$ cat config.mk
export PLATFORM = sky130hd
export DESIGN_NAME = fb_scanout
export DESIGN_NICKNAME = d
export VERILOG_FILES = /design/src/rtl/vga_pkg.sv /design/src/rtl/vga_timing.sv /design/src/rtl/fb_scanout.sv
export SDC_FILE = /design/constraint.sdc
export NUM_CORES = 1
export LEC_CHECK = 0
export BUFFER_PORTS_ARGS = -buffer_cell sky130_fd_sc_hd__buf_2
export CORE_AREA = 2 2 81 99
export CTS_CLUSTER_SIZE = 20
export DETAILED_ROUTE_END_ITERATION = 10
export DIE_AREA = 0 0 83 101
export PLACE_DENSITY = 0.59
export SLEW_MARGIN = 20
export SYNTH_ARGS = -nofsm -noshare
export SYNTH_HDL_FRONTEND = slang
export SYNTH_SLANG_ARGS = --single-unit
$ cat constraint.sdc
create_clock -name clk -period 4.3 [get_ports clk]
set_input_delay 0.215 -clock clk [delete_from_list [all_inputs] [get_ports clk]]
set_output_delay 0.215 -clock clk [all_outputs]
set_load 0.02 [all_outputs]
$ cat src/rtl/vga_pkg.sv
// rtl/vga_pkg.sv - shared VGA timing constants, framebuffer geometry, swap FSM type
//
// Contents:
//   H_* / V_*        640x480@60 timing in pixels / lines, with totals
//   FB_W / FB_H      framebuffer geometry (2x upscaled onto the visible area)
//   swap_state_t     states of the buffer swap FSM
//   expand2          2-bit colour field to 8-bit channel value
package vga_pkg;

  localparam int H_VIS   = 640;
  localparam int H_FP    = 16;
  localparam int H_SYNC  = 96;
  localparam int H_BP    = 48;
  localparam int H_TOTAL = H_VIS + H_FP + H_SYNC + H_BP;

  localparam int V_VIS   = 480;
  localparam int V_FP    = 10;
  localparam int V_SYNC  = 2;
  localparam int V_BP    = 33;
  localparam int V_TOTAL = V_VIS + V_FP + V_SYNC + V_BP;

  localparam int FB_W = 320;
  localparam int FB_H = 240;

  typedef enum logic {
    DISPLAY = 1'b0,
    SWAP    = 1'b1
  } swap_state_t;

  // Replicating the field spreads the 2-bit range evenly over 0x00..0xFF.
  function automatic logic [7:0] expand2(input logic [1:0] c);
    return {c, c, c, c};
  endfunction

endpackage

$ cat src/rtl/vga_timing.sv
// rtl/vga_timing.sv - pixel tick, hc/vc counters and raw sync/blank generation
//
// Ports:
//   clk, reset_n       system clock, asynchronous active-low reset
//   pix_tick           high on every other clk; counters advance on these clks
//   vga_clk            pix_tick delayed one clk (pixel clock for the DAC)
//   fb_x, fb_y         counters halved (hc[9:1], vc[8:1]), ungated
//   visible            hc/vc inside the active picture
//   hs_raw, vs_raw     active-low syncs decoded from the current counters
//   frame_tick         pixel tick at hc=0, vc=0
//   vblank_tick        pixel tick at hc=0, vc=V_VIS (first blanked line)
module vga_timing #(
  parameter int H_VIS  = vga_pkg::H_VIS,
  parameter int H_FP   = vga_pkg::H_FP,
  parameter int H_SYNC = vga_pkg::H_SYNC,
  parameter int H_BP   = vga_pkg::H_BP,
  parameter int V_VIS  = vga_pkg::V_VIS,
  parameter int V_FP   = vga_pkg::V_FP,
  parameter int V_SYNC = vga_pkg::V_SYNC,
  parameter int V_BP   = vga_pkg::V_BP
) (
  input  logic       clk,
  input  logic       reset_n,
  output logic       pix_tick,
  output logic       vga_clk,
  output logic [8:0] fb_x,
  output logic [7:0] fb_y,
  output logic       visible,
  output logic       hs_raw,
  output logic       vs_raw,
  output logic       frame_tick,
  output logic       vblank_tick
);

  localparam logic [9:0] H_LAST  = 10'(H_VIS + H_FP + H_SYNC + H_BP - 1);
  localparam logic [9:0] V_LAST  = 10'(V_VIS + V_FP + V_SYNC + V_BP - 1);
  localparam logic [9:0] H_VIS_L = 10'(H_VIS);
  localparam logic [9:0] V_VIS_L = 10'(V_VIS);
  localparam logic [9:0] HS_ON   = 10'(H_VIS + H_FP);
  localparam logic [9:0] HS_OFF  = 10'(H_VIS + H_FP + H_SYNC);
  localparam logic [9:0] VS_ON   = 10'(V_VIS + V_FP);
  localparam logic [9:0] VS_OFF  = 10'(V_VIS + V_FP + V_SYNC);

  logic [9:0] hc;
  logic [9:0] vc;

  always_ff @(posedge clk or negedge reset_n) begin
    if (!reset_n) begin
      pix_tick <= 1'b0;
      vga_clk  <= 1'b0;
      hc       <= '0;
      vc       <= '0;
    end else begin
      pix_tick <= ~pix_tick;
      vga_clk  <= pix_tick;
      if (pix_tick) begin
        if (hc == H_LAST) begin
          hc <= '0;
          vc <= (vc == V_LAST) ? '0 : vc + 10'd1;
        end else begin
          hc <= hc + 10'd1;
        end
      end
    end
  end

  assign fb_x        = hc[9:1];
  assign fb_y        = vc[8:1];
  assign visible     = (hc < H_VIS_L) && (vc < V_VIS_L);
  assign hs_raw      = !((hc >= HS_ON) && (hc < HS_OFF));
  assign vs_raw      = !((vc >= VS_ON) && (vc < VS_OFF));
  assign frame_tick  = pix_tick && (hc == '0) && (vc == '0);
  assign vblank_tick = pix_tick && (hc == '0) && (vc == V_VIS_L);

endmodule

$ cat src/rtl/fb_scanout.sv
// rtl/fb_scanout.sv - 2x-upscaling framebuffer scanout with VGA timing and buffer swap
//
// Ports:
//   clk, reset_n              50 MHz clock, asynchronous active-low reset
//   read_row, read_col        framebuffer address (0 outside the visible area)
//   read_data                 RRGGBB pixel, valid one clk after the address
//   buffer_sel                displayed buffer select (0: buffer 1 shown)
//   swap_req, swap_ack        draw-engine swap handshake (ack is a 1-clk pulse)
//   vga_clk, vga_hs, vga_vs   pixel clock and active-low syncs
//   vga_blank_n               high while visible pixels are driven
//   vga_r, vga_g, vga_b       8-bit colour, zero during blanking
//   frame_start               1-clk pulse at the pixel tick of hc=0, vc=0
module fb_scanout #(
  parameter int H_VIS  = vga_pkg::H_VIS,
  parameter int H_FP   = vga_pkg::H_FP,
  parameter int H_SYNC = vga_pkg::H_SYNC,
  parameter int H_BP   = vga_pkg::H_BP,
  parameter int V_VIS  = vga_pkg::V_VIS,
  parameter int V_FP   = vga_pkg::V_FP,
  parameter int V_SYNC = vga_pkg::V_SYNC,
  parameter int V_BP   = vga_pkg::V_BP
) (
  input  logic       clk,
  input  logic       reset_n,
  output logic [8:0] read_row,
  output logic [7:0] read_col,
  input  logic [5:0] read_data,
  output logic       buffer_sel,
  input  logic       swap_req,
  output logic       swap_ack,
  output logic       vga_clk,
  output logic       vga_hs,
  output logic       vga_vs,
  output logic       vga_blank_n,
  output logic [7:0] vga_r,
  output logic [7:0] vga_g,
  output logic [7:0] vga_b,
  output logic       frame_start
);
  import vga_pkg::*;

  logic       pix_tick;
  logic [8:0] fb_x;
  logic [7:0] fb_y;
  logic       visible, hs_raw, vs_raw, vblank_tick;
  logic       hs_s1, vs_s1, blank_s1;
  logic [5:0] pix_hold;

  swap_state_t state, state_nx;

  vga_timing #(
    .H_VIS(H_VIS), .H_FP(H_FP), .H_SYNC(H_SYNC), .H_BP(H_BP),
    .V_VIS(V_VIS), .V_FP(V_FP), .V_SYNC(V_SYNC), .V_BP(V_BP)
  ) u_timing (
    .clk        (clk),
    .reset_n    (reset_n),
    .pix_tick   (pix_tick),
    .vga_clk    (vga_clk),
    .fb_x       (fb_x),
    .fb_y       (fb_y),
    .visible    (visible),
    .hs_raw     (hs_raw),
    .vs_raw     (vs_raw),
    .frame_tick (frame_start),
    .vblank_tick(vblank_tick)
  );

  assign read_row = visible ? fb_x : '0;
  assign read_col = visible ? fb_y : '0;

  // The RAM latches the address at the pixel tick and answers on the
  // following (non-tick) clk; by the next tick it is already answering the
  // next address. pix_hold captures the answer on the non-tick clk so the
  // colour registered at the next tick belongs to the same pixel as stage 1.
  always_ff @(posedge clk or negedge reset_n) begin
    if (!reset_n) begin
      pix_hold    <= '0;
      hs_s1       <= 1'b1;
      vs_s1       <= 1'b1;
      blank_s1    <= 1'b0;
      vga_hs      <= 1'b1;
      vga_vs      <= 1'b1;
      vga_blank_n <= 1'b0;
      vga_r       <= '0;
      vga_g       <= '0;
      vga_b       <= '0;
    end else if (!pix_tick) begin
      pix_hold <= read_data;
    end else begin
      hs_s1       <= hs_raw;
      vs_s1       <= vs_raw;
      blank_s1    <= visible;
      vga_hs      <= hs_s1;
      vga_vs      <= vs_s1;
      vga_blank_n <= blank_s1;
      vga_r       <= blank_s1 ? expand2(pix_hold[5:4]) : 8'h00;
      vga_g       <= blank_s1 ? expand2(pix_hold[3:2]) : 8'h00;
      vga_b       <= blank_s1 ? expand2(pix_hold[1:0]) : 8'h00;
    end
  end

  always_ff @(posedge clk or negedge reset_n) begin
    if (!reset_n) begin
      state      <= DISPLAY;
      buffer_sel <= 1'b0;
    end else begin
      state <= state_nx;
      if (state == SWAP) begin
        buffer_sel <= ~buffer_sel;
      end
    end
  end

  // Swaps are only taken at the first blanked line, so the displayed buffer
  // is constant across every visible line of a frame.
  always_comb begin
    state_nx = state;
    swap_ack = 1'b0;
    case (state)
      DISPLAY: if (vblank_tick && swap_req) state_nx = SWAP;
      SWAP: begin
        swap_ack = 1'b1;
        state_nx = DISPLAY;
      end
      default: state_nx = DISPLAY;
    endcase
  end

endmodule

# --- After elaboration in Yosys (flattened, before gate mapping) ---
# Cells that the tools add are included.
word_totals:
  reg_bits: 60
  in_bits: 9
  out_inout_bits: 48
  wordCells: 52
op_classes:
  addsub: 2
  magnitude_cmp: 6
  eq_ne: 3
  muxes: 10
  bitwise_logic: 3
  reduce_logical: 12
ops:
  columns: ["op", "n"]
  rows:
  - ["$mux W8", 4]
  - ["$add A10 B1 Y10 const B", 2]
  - ["$eq A10 B10 Y1 const B", 2]
  - ["$logic_not A10 Y1", 2]
  - ["$lt A10 B10 Y1 const B", 2]
  - ["$lt A10 B9 Y1 const B", 2]
  - ["$mux W10", 2]
  - ["$eq A10 B9 Y1 const B", 1]
  - ["$ge A10 B10 Y1 const B", 1]
  - ["$ge A10 B9 Y1 const B", 1]
  - ["$mux W9", 1]
  - ["$logic_and A1 B1 Y1", 7]
  - ["$not A1 Y1", 3]
  - ["$logic_not A1 Y1", 2]
  - ["$mux W1", 2]
  - ["$pmux W1 S2", 1]
  - ["$reduce_and A2 Y1", 1]

# --- Logic depth before layout (Yosys ltp) ---
depth:
  depth_word: 6
  ltp_mapped: 6
  ltp_nobuf: 6

# --- Hierarchy ---
# Synthesis repeated with hierarchy kept, for this count alone.
unflattened:
  hier_cells: 224
  area_unflattened_um2: 2377.3
by_module_without_submodules:
  columns: ["mod", "instances", "cells_per_inst", "area_each_um2", "seq_area_each_um2"]
  rows:
  - ["vga_timing", 1, 132, 1325.0, 550.5]
  - ["fb_scanout", 1, 92, 1052.3, 505.5]

# --- Worst setup path before layout ---
# Ideal clock, no wire load.
synth_path:
  kind: "register -> output"
  from: "register u_timing.hc[5]"
  to: "output frame_start"
  t_arrival_ps: 1984
  required_ps: 4085
  path_slack_ps: 2101
  path_stages_with_launch: 6
  path_buffers: 1
  path_cell_list: "dfrtp_1 -> buf_6 -> or4b_4 -> nor4_1 -> nand4_1 -> nor4_1"
synth_between:
  elab_chain_len: 3
synth_lines:
  columns: ["element", "line", "text"]
  rows:
  - ["start: declaration", "vga_timing.sv:44", "logic [9:0] hc;"]
  - ["start signal: assignment", "vga_timing.sv:61", "hc <= hc + 10'd1;"]
  - ["$logic_not A10 Y1", "vga_timing.sv:72", "assign frame_tick = pix_tick && (hc == '0) && (vc == '0);"]
  - ["$logic_and A1 B1 Y1 (2 in a row)", "vga_timing.sv:72", null]
  - ["end: declaration", "fb_scanout.sv:38", "output logic frame_start"]
# Every way passes these cells.

# --- Worst setup path in the final report ---
layout_path:
  from: "register u_timing.hc[7]"
  to: "output frame_start"
# The elaborated chain is that of the path after synthesis.

==> impl_metrics.json <==
{
  "cts-buffers-inserted": 5,
  "grt_max_degree": 43,
  "avgSynthCellArea_um2": 10.4,
  "ys_top_cells_by_area": "dfrtp_1, buf_4, mux2_2",
  "r2r-start": "u_timing.hc[7]",
  "worstMarginPinSlew_ns": 0.766,
  "ctsRootBufferMaster": "clkbuf_8",
  "cts.sinks": 42,
  "area_delta_synth_final_pct": 15.7,
  "maxSlewHeadroom_pct": 48.8,
  "globalplace.congestion": 0.802,
  "vias_per_cell": 4.74,
  "critPathRequiredTime_ns": 4.09,
  "antenna_found_initial": 0,
  "die-area_um2": 8380,
  "nFillCells": 764,
  "clock.fmax_mhz": 418,
  "finalClockSkew_ns": 0.00497,
  "clk_pin_slew_ns": 0.08,
  "worstSetupPathType": "reg2out",
  "syn_inst": 209,
  "setup-tns-final_ns": 0,
  "drt_wl_total_mm": 4.61,
  "pin_count": 57,
  "fin_crit_sh_pct": 55.7,
  "post-place-cells": 330,
  "grt_first_pass_wirelength_mm": 7.63,
  "fin_crit_ns": 2.39,
  "status": "finished clean",
  "dieWidth_um": 83,
  "synth_common_cells": "dfrtp_1, buf_4, and2_1",
  "synth_nets": 222,
  "cp_max_fo": 7,
  "drt_iter0_drc": 30,
  "fin_ws_ns": 1.91,
  "regArea_um2": 1060,
  "routed.top_layer": "met4",
  "critPathLaunch": "u_timing.hc[7]",
  "ctsHtreeMaxLevel": 2,
  "die_h_um": 101,
  "ys.warnings.count": 0,
  "arrival_ns": 2.18,
  "drv_slew": 0,
  "grt_pass1_vias": 1557,
  "power.leakage_nw": 1.22,
  "async_reset_ff_share_pct": 100,
  "synth_cell_types": 34,
  "yosysSeqAreaShare_pct": 48.8,
  "postRouteAntennaNets": 0,
  "peakVddDrop_v": 0.000153,
  "route.vias.total": 1613,
  "synth_top_area_share_pct": 44.0,
  "cp-start-kind": "flop",
  "grt_util_all_layers_pct": 11.2,
  "drtPass1Iterations": 6,
  "wl_met3_um": 199,
  "route.detailed.drc": 0,
  "gr-total-overflow": 0,
  "multi_input_area_um2": 877,
  "drive_gt1_share_pct": 33.5,
  "cts_tree": "done",
  "rsz0062_at_grt": "false",
  "pwr_density_cell_nw_per_um2": 288,
  "num-nets-final": 260,
  "yosys_most_used_dff": "dfrtp_1",
  "yosysMostFrequentCell": "dfrtp_1",
  "ys_ff_latch": 42,
  "wl_per_cell_um": 13.6,
  "core_area_um2": 7490,
  "final_cell_count_no_fill": 340,
  "pre_cts_ws_ns": 2.23,
  "met1Wirelength_mm": 2.11,
  "synth.largest_area_cell": "dfrtp_1",
  "rows": 35,
  "diodes": 0,
  "start_util_pct": 28.9,
  "setup_viol": 0,
  "cts_buffer_depth": 2,
  "hold_path.class": "in2reg",
  "maxCapViolCount": 0,
  "port_buffers": 56,
  "clock_latency_ns": 0.29,
  "hp-start": "read_data[0]",
  "syn_area_um2": 2160,
  "hpwlAfterDp_mm": 3.19,
  "synth_enable_flop_cells": 0,
  "hold_violations": 0,
  "cp-end-kind": "output port",
  "wl_met2_mm": 2.25
}
[registers in the layout, indices dropped and copies added, names as in the netlist]
name,cells
vga_vs,1
u_timing.hc,10
vga_r,2
vga_hs,1
u_timing.vc,10
vs_s1,1
blank_s1,1
u_timing.pix_tick,1
pix_hold,6
state,1
vga_blank_n,1
buffer_sel,1
vga_g,2
u_timing.vga_clk,1
hs_s1,1
vga_b,2
[through the flow]
| stage | power, mW | hold slack, ns | area (µm²) | utilization [%] |
|---|---|---|---|---|
| floorplan | 0.447 | -0.0806 | 2160 | - |
| global placement | 0.459 | 0.418 | 2380 | 31.8 |
| detailed placement | 0.460 | 0.428 | 2380 | 31.8 |
| CTS | 0.734 | 0.102 | 2470 | 33.0 |
| global route | 0.755 | 0.143 | 2500 | 33.4 |
| finish | 0.721 | 0.157 | 2500 | 33.4 |
[what timing repair did]
item	4_1_cts	5_1_grt
hold buffers	0	1
buffers inserted	0	0
setup endpoints to repair	0	0
hold endpoints to repair	0	13
resized for setup	0	0
[cell families after synthesis]
group / count (synthesis) / synth area share, %
simple gates: 77 / 20.9
flops: 42 / 48.8
buf+inv: 40 / 10.6
compound gates: 21 / 5.78
xor+xnor: 13 / 5.26
mux: 12 / 6.25
fa+ha+maj: 4 / 2.31
[power breakdown]
group	internal (mW)	leakage, nW	switching (mW)
Combinational	0.0170	0.649	0.0309
Clock	0.130	0.0482	0.138
Sequential	0.401	0.519	0.00433
Total	0.548	1.22	0.173
[worst paths after layout]
kind / to / slack [ns] / cells past startpoint
setup / recovery: frame_start / 1.91 / 5
setup reg to reg: u_timing.vc[4] / 2.21 / 4
hold reg to reg: buffer_sel / 0.47 / 1
max in group asynchronous: vs_s1 / 3.40 / 3
hold / removal: pix_hold[0] / 0.16 / 2
min in group asynchronous: vga_b[6] / 0.36 / 2
[per-layer routing]
metal / global-route usage [%] / vias up
met5: 0 / -
met3: 2.95 / 5
met2: 19.4 / 47
met1: 13.7 / 776
met4: 3.15 / 0
li1: - / 785
[critical path, stage by stage, from the launching register on]
cell	delay, ns
dfrtp_1	0.45
or4b_4	0.59
nor4_1	0.19
nand4_1	0.18
nor4_1	0.26
buf_2	0.21
[area by class of cell]
type	count	share of cell area (%)
timing repair buffer	59	12.7
sequential	42	42.2
inverter	12	1.80
clock buffer	7	3.45
clock inverter	1	0.200
multi-input combinational	127	35.0
tap	92	4.60
[layout by cell type, fill, tap and decap left out, drive strengths merged, types with 5 or more instances in the layout]
master / netlist / final
xor2: 5 / 5
nor2: 10 / 10
o21ai: 11 / 11
nor4: 6 / 6
nand4: 10 / 10
nand3: 10 / 10
nor3: 8 / 8
xnor2: 8 / 8
mux2: 12 / 12
clkbuf: 7 / 7
inv: 12 / 12
buf: 21 / 58
and2: 14 / 14
nand2: 6 / 6
dfrtp: 38 / 38
Power figures use the tool's default switching activity.
